[src/rtl/stream_mux.sv]
// stream_mux: N-channel packet-aware stream multiplexer with a single registered output stage.
// Define STREAM_MUX_RR_EN for round-robin arbitration in IDLE; otherwise the lowest valid index wins.
module stream_mux #(
    parameter int WIDTH = 64,
    parameter int N     = 4,
    parameter int Delay = 50
) (
    input  logic                 clk,
    input  logic                 reset_n,
    input  logic [N*WIDTH-1:0]   in_data,
    input  logic [N-1:0]         in_valid,
    input  logic [N-1:0]         in_last,
    output logic [N-1:0]         in_ready,
    output logic [WIDTH-1:0]     out_data,
    output logic                 out_valid,
    output logic                 out_last,
    output logic [$clog2(N)-1:0] out_chan,
    input  logic                 out_ready
);
    localparam int CW = $clog2(N);

    // Delay only shapes structural gate models, and this block is pure RTL; supported N is 2..8.
    if (N < 2 || N > 8 || Delay < 0) begin : g_unsupported_config
    end

    typedef enum logic {IDLE, LOCKED} state_t;

    state_t            state_q, state_d;
    logic [CW-1:0]     lock_chan_q, lock_chan_d;
    logic [WIDTH-1:0]  out_data_q, out_data_d;
    logic              out_valid_q, out_valid_d;
    logic              out_last_q, out_last_d;
    logic [CW-1:0]     out_chan_q, out_chan_d;
    logic              load_en_s;
    logic              accept_s;
    logic              grant_valid_s;
    logic [CW-1:0]     grant_idx_s;
`ifdef STREAM_MUX_RR_EN
    logic [CW-1:0]     rr_ptr_q, rr_ptr_d;
`endif

    // Grant selection: the locked channel owns the output, otherwise arbitrate among valid channels.
    always_comb begin
        grant_valid_s = 1'b0;
        grant_idx_s   = '0;
        if (state_q == LOCKED) begin
            grant_valid_s = in_valid[lock_chan_q];
            grant_idx_s   = lock_chan_q;
        end else begin
            // Walk from the lowest to the highest priority so the last hit is the winner.
            for (int i = N - 1; i >= 0; i--) begin
`ifdef STREAM_MUX_RR_EN
                grant_idx_s   = in_valid[(int'(rr_ptr_q) + i) % N] ? CW'((int'(rr_ptr_q) + i) % N) : grant_idx_s;
                grant_valid_s = grant_valid_s | in_valid[(int'(rr_ptr_q) + i) % N];
`else
                grant_idx_s   = in_valid[i] ? CW'(i) : grant_idx_s;
                grant_valid_s = grant_valid_s | in_valid[i];
`endif
            end
        end
    end

    // Handshakes, output-stage next values and lock/IDLE transitions.
    always_comb begin
        load_en_s   = !out_valid_q || out_ready;
        accept_s    = grant_valid_s && load_en_s;
        in_ready    = '0;
        state_d     = state_q;
        lock_chan_d = lock_chan_q;
        out_valid_d = out_valid_q;
        out_data_d  = out_data_q;
        out_last_d  = out_last_q;
        out_chan_d  = out_chan_q;
`ifdef STREAM_MUX_RR_EN
        rr_ptr_d    = rr_ptr_q;
`endif
        // in_ready is combinational, so it must be masked while reset is held.
        if (reset_n && load_en_s) begin
            if (state_q == LOCKED) begin
                in_ready[lock_chan_q] = 1'b1;
            end else begin
                in_ready[grant_idx_s] = grant_valid_s;
            end
        end else begin
            in_ready = '0;
        end

        if (load_en_s) begin
            out_valid_d = accept_s;
        end else begin
            out_valid_d = out_valid_q;
        end

        if (accept_s) begin
            out_data_d  = in_data[int'(grant_idx_s) * WIDTH +: WIDTH];
            out_last_d  = in_last[grant_idx_s];
            out_chan_d  = grant_idx_s;
            lock_chan_d = grant_idx_s;
            state_d     = in_last[grant_idx_s] ? IDLE : LOCKED;
        end else begin
            state_d     = state_q;
        end

`ifdef STREAM_MUX_RR_EN
        if (accept_s && in_last[grant_idx_s]) begin
            rr_ptr_d = (grant_idx_s == CW'(N - 1)) ? '0 : grant_idx_s + CW'(1'b1);
        end else begin
            rr_ptr_d = rr_ptr_q;
        end
`endif
    end

    // State, lock owner and output register.
    always_ff @(posedge clk or negedge reset_n) begin
        if (!reset_n) begin
            state_q     <= IDLE;
            lock_chan_q <= '0;
            out_valid_q <= 1'b0;
            out_data_q  <= '0;
            out_last_q  <= 1'b0;
            out_chan_q  <= '0;
        end else begin
            state_q     <= state_d;
            lock_chan_q <= lock_chan_d;
            out_valid_q <= out_valid_d;
            out_data_q  <= out_data_d;
            out_last_q  <= out_last_d;
            out_chan_q  <= out_chan_d;
        end
    end

`ifdef STREAM_MUX_RR_EN
    // Round-robin search start pointer.
    always_ff @(posedge clk or negedge reset_n) begin
        if (!reset_n) begin
            rr_ptr_q <= '0;
        end else begin
            rr_ptr_q <= rr_ptr_d;
        end
    end
`endif

    assign out_data  = out_data_q;
    assign out_valid = out_valid_q;
    assign out_last  = out_last_q;
    assign out_chan  = out_chan_q;

endmodule

[config.mk]
export PLATFORM = sky130hd
export DESIGN_NAME = stream_mux
export DESIGN_NICKNAME = d
export VERILOG_FILES = /design/src/rtl/stream_mux.sv
export SDC_FILE = /design/constraint.sdc
export NUM_CORES = 1
export LEC_CHECK = 0
export BUFFER_PORTS_ARGS = -buffer_cell sky130_fd_sc_hd__buf_2
export CORE_AREA = 2 2 131 133
export DETAILED_ROUTE_END_ITERATION = 7
export DIE_AREA = 0 0 133 135
export GPL_ROUTABILITY_DRIVEN = 1
export SKIP_CTS_REPAIR_TIMING = 1
export SYNTH_ARGS = -nofsm -noshare
export SYNTH_HDL_FRONTEND = slang
export SYNTH_SLANG_ARGS = --single-unit
[constraint.sdc]
create_clock -name clk -period 2.65 [get_ports clk]
set_input_delay 0.3975 -clock clk [delete_from_list [all_inputs] [get_ports clk]]
set_output_delay 0.3975 -clock clk [all_outputs]
set_load 0.02 [all_outputs]
==> impl_metrics.toml, run 1 <==
[global_route]
overflow = 0
grt_pass1_vias = 4598
grt_max_degree = 97
grt_usage_pct = 16.6
grt_pass1_wl_um = 23400
antenna_found_initial = 0

[critical_path]
cp_top_family = "buffers and inverters"
start_kind = "flop"
crit_buf_inv = 3
cp_slowest_cell = "dfrtp_1"
cp_cell_sequence = "o31ai_4 -> buf_12 -> buf_12 -> nor3_1 -> buf_2"
cpMostUsedCell = "buf_12"
cp-end-kind = "output pin"
crit_arrival_ps = 1930
crit_required_ps = 2250
path_max_fanout = 21
cpPeakStageDelay_ps = 510
criticalPathCategory = "reg -> out"

[worst_hold_path]
hp-class = "in -> async"

[sta]
hold_viol = 0
skew_ps = 6.66
holdWs_ps = 311
period_share_pct = 87.8
setup_tns_ps = 0
worstMarginPinSlew_ps = 914
clock.fmax_mhz = 430
period_minus_slack_ps = 2330
slew_headroom_pct = 39.0
setup_violations = 0
finalMaxSlewViolations = 0
rsz0062_at_grt = "no"

[routing]
ant_nets = 0
viasPerCell = 4.46
drc = 0
routed-via-count = 4540
wl_um = 15000
first_iter_violations = 79
routed_wire_length_per_instance_um = 14.7
dr.pass1.iters = 4

[cells_and_area]
antenna_cells = 0
final_core_util_pct = 43.2
n_fill_cell = 1690
layout_common_cells = "337 x buf_2, 129 x mux2i_1, 73 x nand2_1"
area_growth_pct = 44.3
drive_gt1_share_pct = 55.8
layout_commonest_cell = "buf_2"
num-nets-final = 1061

[clocking]
cts_tree = "yes"
clk_pin_slew_ps = 50
cts-root-buf = "clkbuf_16"
cts_buffers = 9
clockBufferDepth = 2
insertion_delay_ps = 330
cts.sinks = 69
ctsHtreeMaxLevel = 3

[power_and_ir_drop]
leakage_nw = 3.45
power_density_nw_per_um2 = 1040
ir_drop_uv = 490

[floorplanning]
ios = 339
initial_core_util_pct = 29.9
dieHeight_um = 135
placementRows = 47
die_w_um = 133
design.die.area_um2 = 18000
core_um2 = 16400

[yosys]
syn-num-nets = 733
avgSynthCellArea_um2 = 10.5
netlist_instances = 466
synth.distinct_cells = 31
yosys_warnings = 0
synth_edf_count = 0
synthFlopType = "dfrtp_1"
seq_area_frac_synth_pct = 35.2
syn_area_um2 = 4910
ys_seq_elements = 69
async_flop_share_pct = 100

[job]
cap_violations = 0

[placement]
portBuffers = 338
gp_congestion = 0.773
dpl.hpwl_um = 11900

[status]
outcome = "completed"
## state kept, by name (all words and copies together), names as in the netlist
signal and flops:
out_last 1, out_data 64, out_valid 1, state_q 1, out_chan 2
## metrics by stage
| step | setup slack (ps) | total power [mW] | std cells | instance area, um2 |
|---|---|---|---|---|
| after floorplan | 511 | 4.99 | 466 | 4910 |
| after global placement | 474 | 6.11 | 1003 | 6760 |
| after detailed placement | 405 | 6.17 | 1003 | 6760 |
| after CTS | 302 | 7.52 | 1019 | 7080 |
| after global routing | 204 | 7.94 | 1019 | 7080 |
| final | 324 | 7.37 | 1019 | 7080 |
## metal layers
| metal | routed length [um] | track usage, % | part of all wire [%] | vias up |
|---|---|---|---|---|
| met3 | 1030 | 3.87 | 6.9 | 12 |
| met5 | 0 | 0 | 0 | - |
| met1 | 6060 | 19.6 | 40 | 2005 |
| li1 | - | - | - | 2336 |
| met2 | 7690 | 29.7 | 51 | 187 |
| met4 | 195 | 5.68 | 1.3 | 0 |
## path summary, 6_finish.rpt
kind                              start      endpoint  slack [ps]  cells past startpoint
max                             state_q   in_ready[1]         320                      5
min                             reset_n       state_q         310                      2
max reg2reg                     state_q  out_data[29]         610                      5
min reg2reg                out_data[11]  out_data[11]         470                      2
max in group asynchronous       reset_n  out_data[28]        1750                      2
min in group clk             in_last[2]       state_q         430                      4
## Yosys cell counts, types with 3 or more instances
cell      number  area [um2]
a21oi_1        3        15.0
buf_1          4        15.0
buf_12         9         180
buf_2          9        45.0
clkbuf_1       9        33.8
dfrtp_1       69        1730
inv_1          3        11.3
mux2_2        64         721
mux2i_1      129        1290
nand2_1       73         274
nor3_1         5        25.0
o21ai_1       56         280
o21ai_2       10        87.6
## cells by family after synthesis
group / Yosys count / share of synthesized area [%]
compound gates: 80 / 10.1
buf+inv: 39 / 6.81
flops: 69 / 35.2
mux: 193 / 41.0
simple gates: 85 / 6.91
## where the power goes
part,internal [mW],switching (mW)
registers,1.58,0.299
clock network,0.872,0.442
logic,1.85,2.33
## layout make-up
type	count	area, um2	share of cell area, %
repair buffers	353	1890	26.7
inverters	3	11.3	0.159
clock buffers	12	256	3.62
well taps	220	275	3.89
clock inverters	4	70.1	0.989
multi-input cells	358	2850	40.2
flip-flops and latches	69	1730	24.4
Power figures use the tool's default switching activity.
==> run 2, diff against run 1 <==
Settings changed: CTS_BUF_LIST set to sky130_fd_sc_hd__clkbuf_2.
Clock period 2.65 ns to 2.2 ns, I/O delays scaled along.
==> run 2 against run 1 <==
Wire length increased by 5.5%. Final area increased by 1.7%. The flow now finishes with violations (hold timing). Largest cell class unchanged. Sequential cell count unchanged.
==> impl_metrics.toml, run 2 (same netlist as run 1, synthesis figures left out) <==
[power_and_ir_drop]
leakage_nw = 3.54
total_power_mw = 8.59
power_density_nw_per_um2 = 1190
ir_drop_uv = 540

[global_route]
grtUsageMet1_pct = 19.0
grt_pass1_wl_um = 23700
use_met2_pct = 30.1
overflow = 0
grt_max_degree = 70
antenna_found_initial = 1
grt.busiest_layer = "met2"
met3_usage_pct = 4.58
grt_usage_pct = 16.8
grt_pass1_vias = 4635

[placement]
dp.cells = 1009
portBuffers = 338
gp_congestion = 0.768
dpl.hpwl_um = 12100

[sta]
holdWs_ps = -17.5
clock.fmax_mhz = 456
finalMaxSlewViolations = 0
period_minus_slack_ps = 2190
slew_headroom_pct = 37.2
period_share_pct = 99.6
worstMarginPinSlew_ps = 942
rsz0062_at_grt = "yes"
skew_ps = 27.4
setup_violations = 0
hold_viol = 8

[routing]
first_iter_violations = 93
drc = 0
dr.pass1.iters = 4
viasPerCell = 4.48
routed-via-count = 4679
wl_um = 15800
routed_wire_length_per_instance_um = 15.1
ant_nets = 0

[status]
violations = "hold timing"
outcome = "complete, but fails checks"

[cells_and_area]
num-nets-final = 1086
instances_no_fill = 1045
drive_gt1_share_pct = 58.1
layout_commonest_cell = "buf_2"
seqCellArea_um2 = 1730
n_fill_cell = 1632
layout_common_cells = "334 x buf_2, 129 x mux2i_1, 71 x nand2_1"
largest_reg_flops = 64
area_growth_pct = 46.7
multi_input_area_um2 = 2890
final_core_util_pct = 43.9

[worst_hold_path]
hp-class = "in -> async"

[floorplanning]
core_um2 = 16400
design.die.area_um2 = 18000
dieHeight_um = 135
die_w_um = 133
ios = 339
initial_core_util_pct = 29.9
placementRows = 47

[critical_path]
cp-end-kind = "output pin"
cpPeakStageDelay_ps = 520
path_max_fanout = 9
start_kind = "flop"
criticalPathCategory = "reg -> out"
crit_buf_inv = 3
crit_required_ps = 1870
regToRegSetupSlack_ps = 130
cp_slowest_cell = "dfrtp_2"
cp_cell_sequence = "o31ai_4 -> buf_12 -> buf_16 -> nor3_2 -> buf_4"
cp_top_family = "flip-flops"
crit_arrival_ps = 1860

[clocking]
cts-root-buf = "clkbuf_2"
cts_buffers = 9
clockBufferDepth = 2
ctsHtreeMaxLevel = 3
cts.sinks = 69
cts_tree = "yes"
insertion_delay_ps = 520
clk_pin_slew_ps = 210

[job]
cap_violations = 0
==> run 2: per-stage QoR <==
step	hold slack [ps]	setup slack (ps)	TNS [ps]	instance area, um2
final	-17.5	8.40	0	7200
after global routing	-4.38	-134	-337	7200
after CTS	-31.6	-419	-953	6940
after detailed placement	460	129	0	6810
after global placement	454	162	0	6810
after floorplan	34.4	129	0	4910
==> run 2: worst reg2reg max path: cells and delay by family (launching register included) <==
family,cells,cell delay [ps]
DFF,1,520
buffers and inverters,3,610
AOI/OAI and AO/OA,5,870
==> run 2: power by group <==
group          leakage, nW  switching (mW)  internal (mW)
Combinational         2.62            2.96           2.53
Sequential           0.839           0.347           1.89
Clock               0.0857           0.478          0.381
Total                 3.54            3.79           4.81
==> run 2: layout make-up <==
cell class / count / share of cell area (%)
Multi-Input combinational cell: 358 / 40.1
Timing Repair Buffer: 378 / 30.0
Sequential cell: 69 / 24.0
Tap cell: 220 / 3.82
Clock inverter: 5 / 1.04
Clock buffer: 11 / 0.765
Inverter: 3 / 0.156
Antenna cell: 1 / 0.0348
==> run 2: worst paths after layout <==
kind	startpoint	cells past startpoint	endpoint
max in group asynchronous	reset_n	2	out_data[40]
worst min register to register	out_data[16]	2	out_data[16]
worst max-delay path	state_q	5	in_ready[1]
worst max register to register	state_q	8	out_chan[1]
min in group clk	in_last[0]	4	state_q
worst min-delay path	reset_n	2	out_data[45]
==> run 2: routing by layer <==
layer	part of all wire, %	wire [um]
met3	7.6	1200
met2	51	8090
met5	0	0
met1	39	6250
met4	1.8	278
==> run 3, diff against run 2 <==
Settings changed: RECOVER_POWER set to 50.
==> run 3 against run 2 <==
The run ends with capacitance limit, slew limit left. Clock power is essentially flat. Non-clock buffer count is the same. First-iteration DRC count grew 1.1%. Sequential power is essentially flat. Final area is essentially flat. Count of clock-buffer cells in the layout is the same.
==> impl_metrics.toml, run 3 (same netlist as run 1, synthesis figures left out) <==
[sta]
skew_ps = 24.2
finalMaxSlewViolations = 70
rsz0062_at_grt = "yes"
setup_violations = 0
period_share_pct = 100
period_minus_slack_ps = 2200
slew_headroom_pct = -21.4
hold_viol = 0
worstMarginPinSlew_ps = 1820
clock.fmax_mhz = 455

[cells_and_area]
drive_gt1_share_pct = 58.0
largest_reg_flops = 64
num-nets-final = 1086
layout_common_cells = "334 x buf_2, 129 x mux2i_1, 71 x nand2_1"
instances_no_fill = 1045
area_growth_pct = 46.6
layout_commonest_cell = "buf_2"
design_area_um2 = 7190

[routing]
wl_um = 15800
ant_nets = 0
drc = 0
viasPerCell = 4.47
first_iter_violations = 94
dr.pass1.iters = 4
routed-via-count = 4676
routed_wire_length_per_instance_um = 15.1

[clocking]
clockBufferDepth = 2
cts_tree = "yes"
ctsHtreeMaxLevel = 3
cts-root-buf = "clkbuf_2"
insertion_delay_ps = 520
clk_pin_slew_ps = 170
cts_buffers = 9
cts.sinks = 69

[global_route]
grt_pass1_vias = 4635
grt_usage_pct = 16.8
overflow = 0
antenna_found_initial = 1
grt_pass1_wl_um = 23700
grt_max_degree = 70

[critical_path]
criticalPathCategory = "reg -> out"
crit_required_ps = 1870
cp_cell_sequence = "o31ai_4 -> buf_12 -> buf_16 -> nor3_2 -> buf_4"
cp-end-kind = "output pin"
cpPeakStageDelay_ps = 530
cp_slowest_cell = "dfrtp_2"
path_max_fanout = 9
start_kind = "flop"
crit_arrival_ps = 1870

[floorplanning]
dieHeight_um = 135
initial_core_util_pct = 29.9
design.die.area_um2 = 18000
ios = 339
core_um2 = 16400
die_w_um = 133
placementRows = 47

[placement]
dp.cells = 1009
portBuffers = 338
gp_congestion = 0.768
dpl.hpwl_um = 12100
placed_area_um2 = 6810

[status]
outcome = "complete, but fails checks"
violations = "capacitance limit, slew limit"

[power_and_ir_drop]
total_power_mw = 8.60
ir_drop_uv = 537
leakage_nw = 3.54
power_density_nw_per_um2 = 1190

[worst_hold_path]
hp-class = "in -> reg"

[job]
cap_violations = 1
[run 3: cell count changes in the layout (fill, tap and decap cells not counted)]
cell	change
buf_4	-2
clkbuf_1	+1
clkbuf_2	+1
[run 3: critical path, delay by kind of cell, from the launching register on]
family	cells	cell delay (ps)
DFF	1	530
buffers and inverters	3	460
AOI/OAI and AO/OA	1	330
and+or+nand+nor	1	40
[run 3: path summary, 6_finish.rpt]
check / startpoint / end / slack [ps] / depth (start not counted)
max: state_q / in_ready[1] / 1 / 5
min: in_last[0] / state_q / 140 / 4
max reg2reg: state_q / out_chan[1] / 120 / 8
min reg2reg: out_data[16] / out_data[16] / 500 / 2
max in group asynchronous: reset_n / out_chan[1] / 600 / 2
min in group asynchronous: reset_n / out_data[45] / 400 / 2
[run 3: per-layer routing]
metal	up-vias	part of all wire [%]	global-route usage, %	routed length [um]
met5	-	0	0	0
met4	0	1.8	6.45	278
met3	17	7.6	4.58	1200
met2	193	51	30.1	8090
met1	2082	40	19.0	6250
li1	2384	-	-	-
[run 3: power by group]
group          leakage (nW)  internal, mW  switching, mW
logic                  2.61          2.53           2.96
clock network        0.0857         0.381          0.480
registers             0.839          1.89          0.347
total                  3.54          4.81           3.79
[run 3: stage by stage]
stage / util, % / TNS (ps) / hold slack (ps) / worst slack, ps
after floorplan: - / 0 / 34.4 / 129
after global placement: 41.5 / 0 / 454 / 162
after detailed placement: 41.5 / 0 / 460 / 129
after CTS: 42.3 / -953 / -31.6 / -419
after global routing: 43.8 / -337 / 68.0 / -134
final: 43.8 / 0 / 137 / 1.09
[run 3: layout make-up]
class | instances | area [um2]
fillers | 1634 | 9210
repair buffers | 378 | 2160
clock inverters | 5 | 75.1
clock buffers | 11 | 55.1
diodes | 1 | 2.50
well taps | 220 | 275
flip-flops and latches | 69 | 1730
inverters | 3 | 11.3
multi-input cells | 358 | 2890
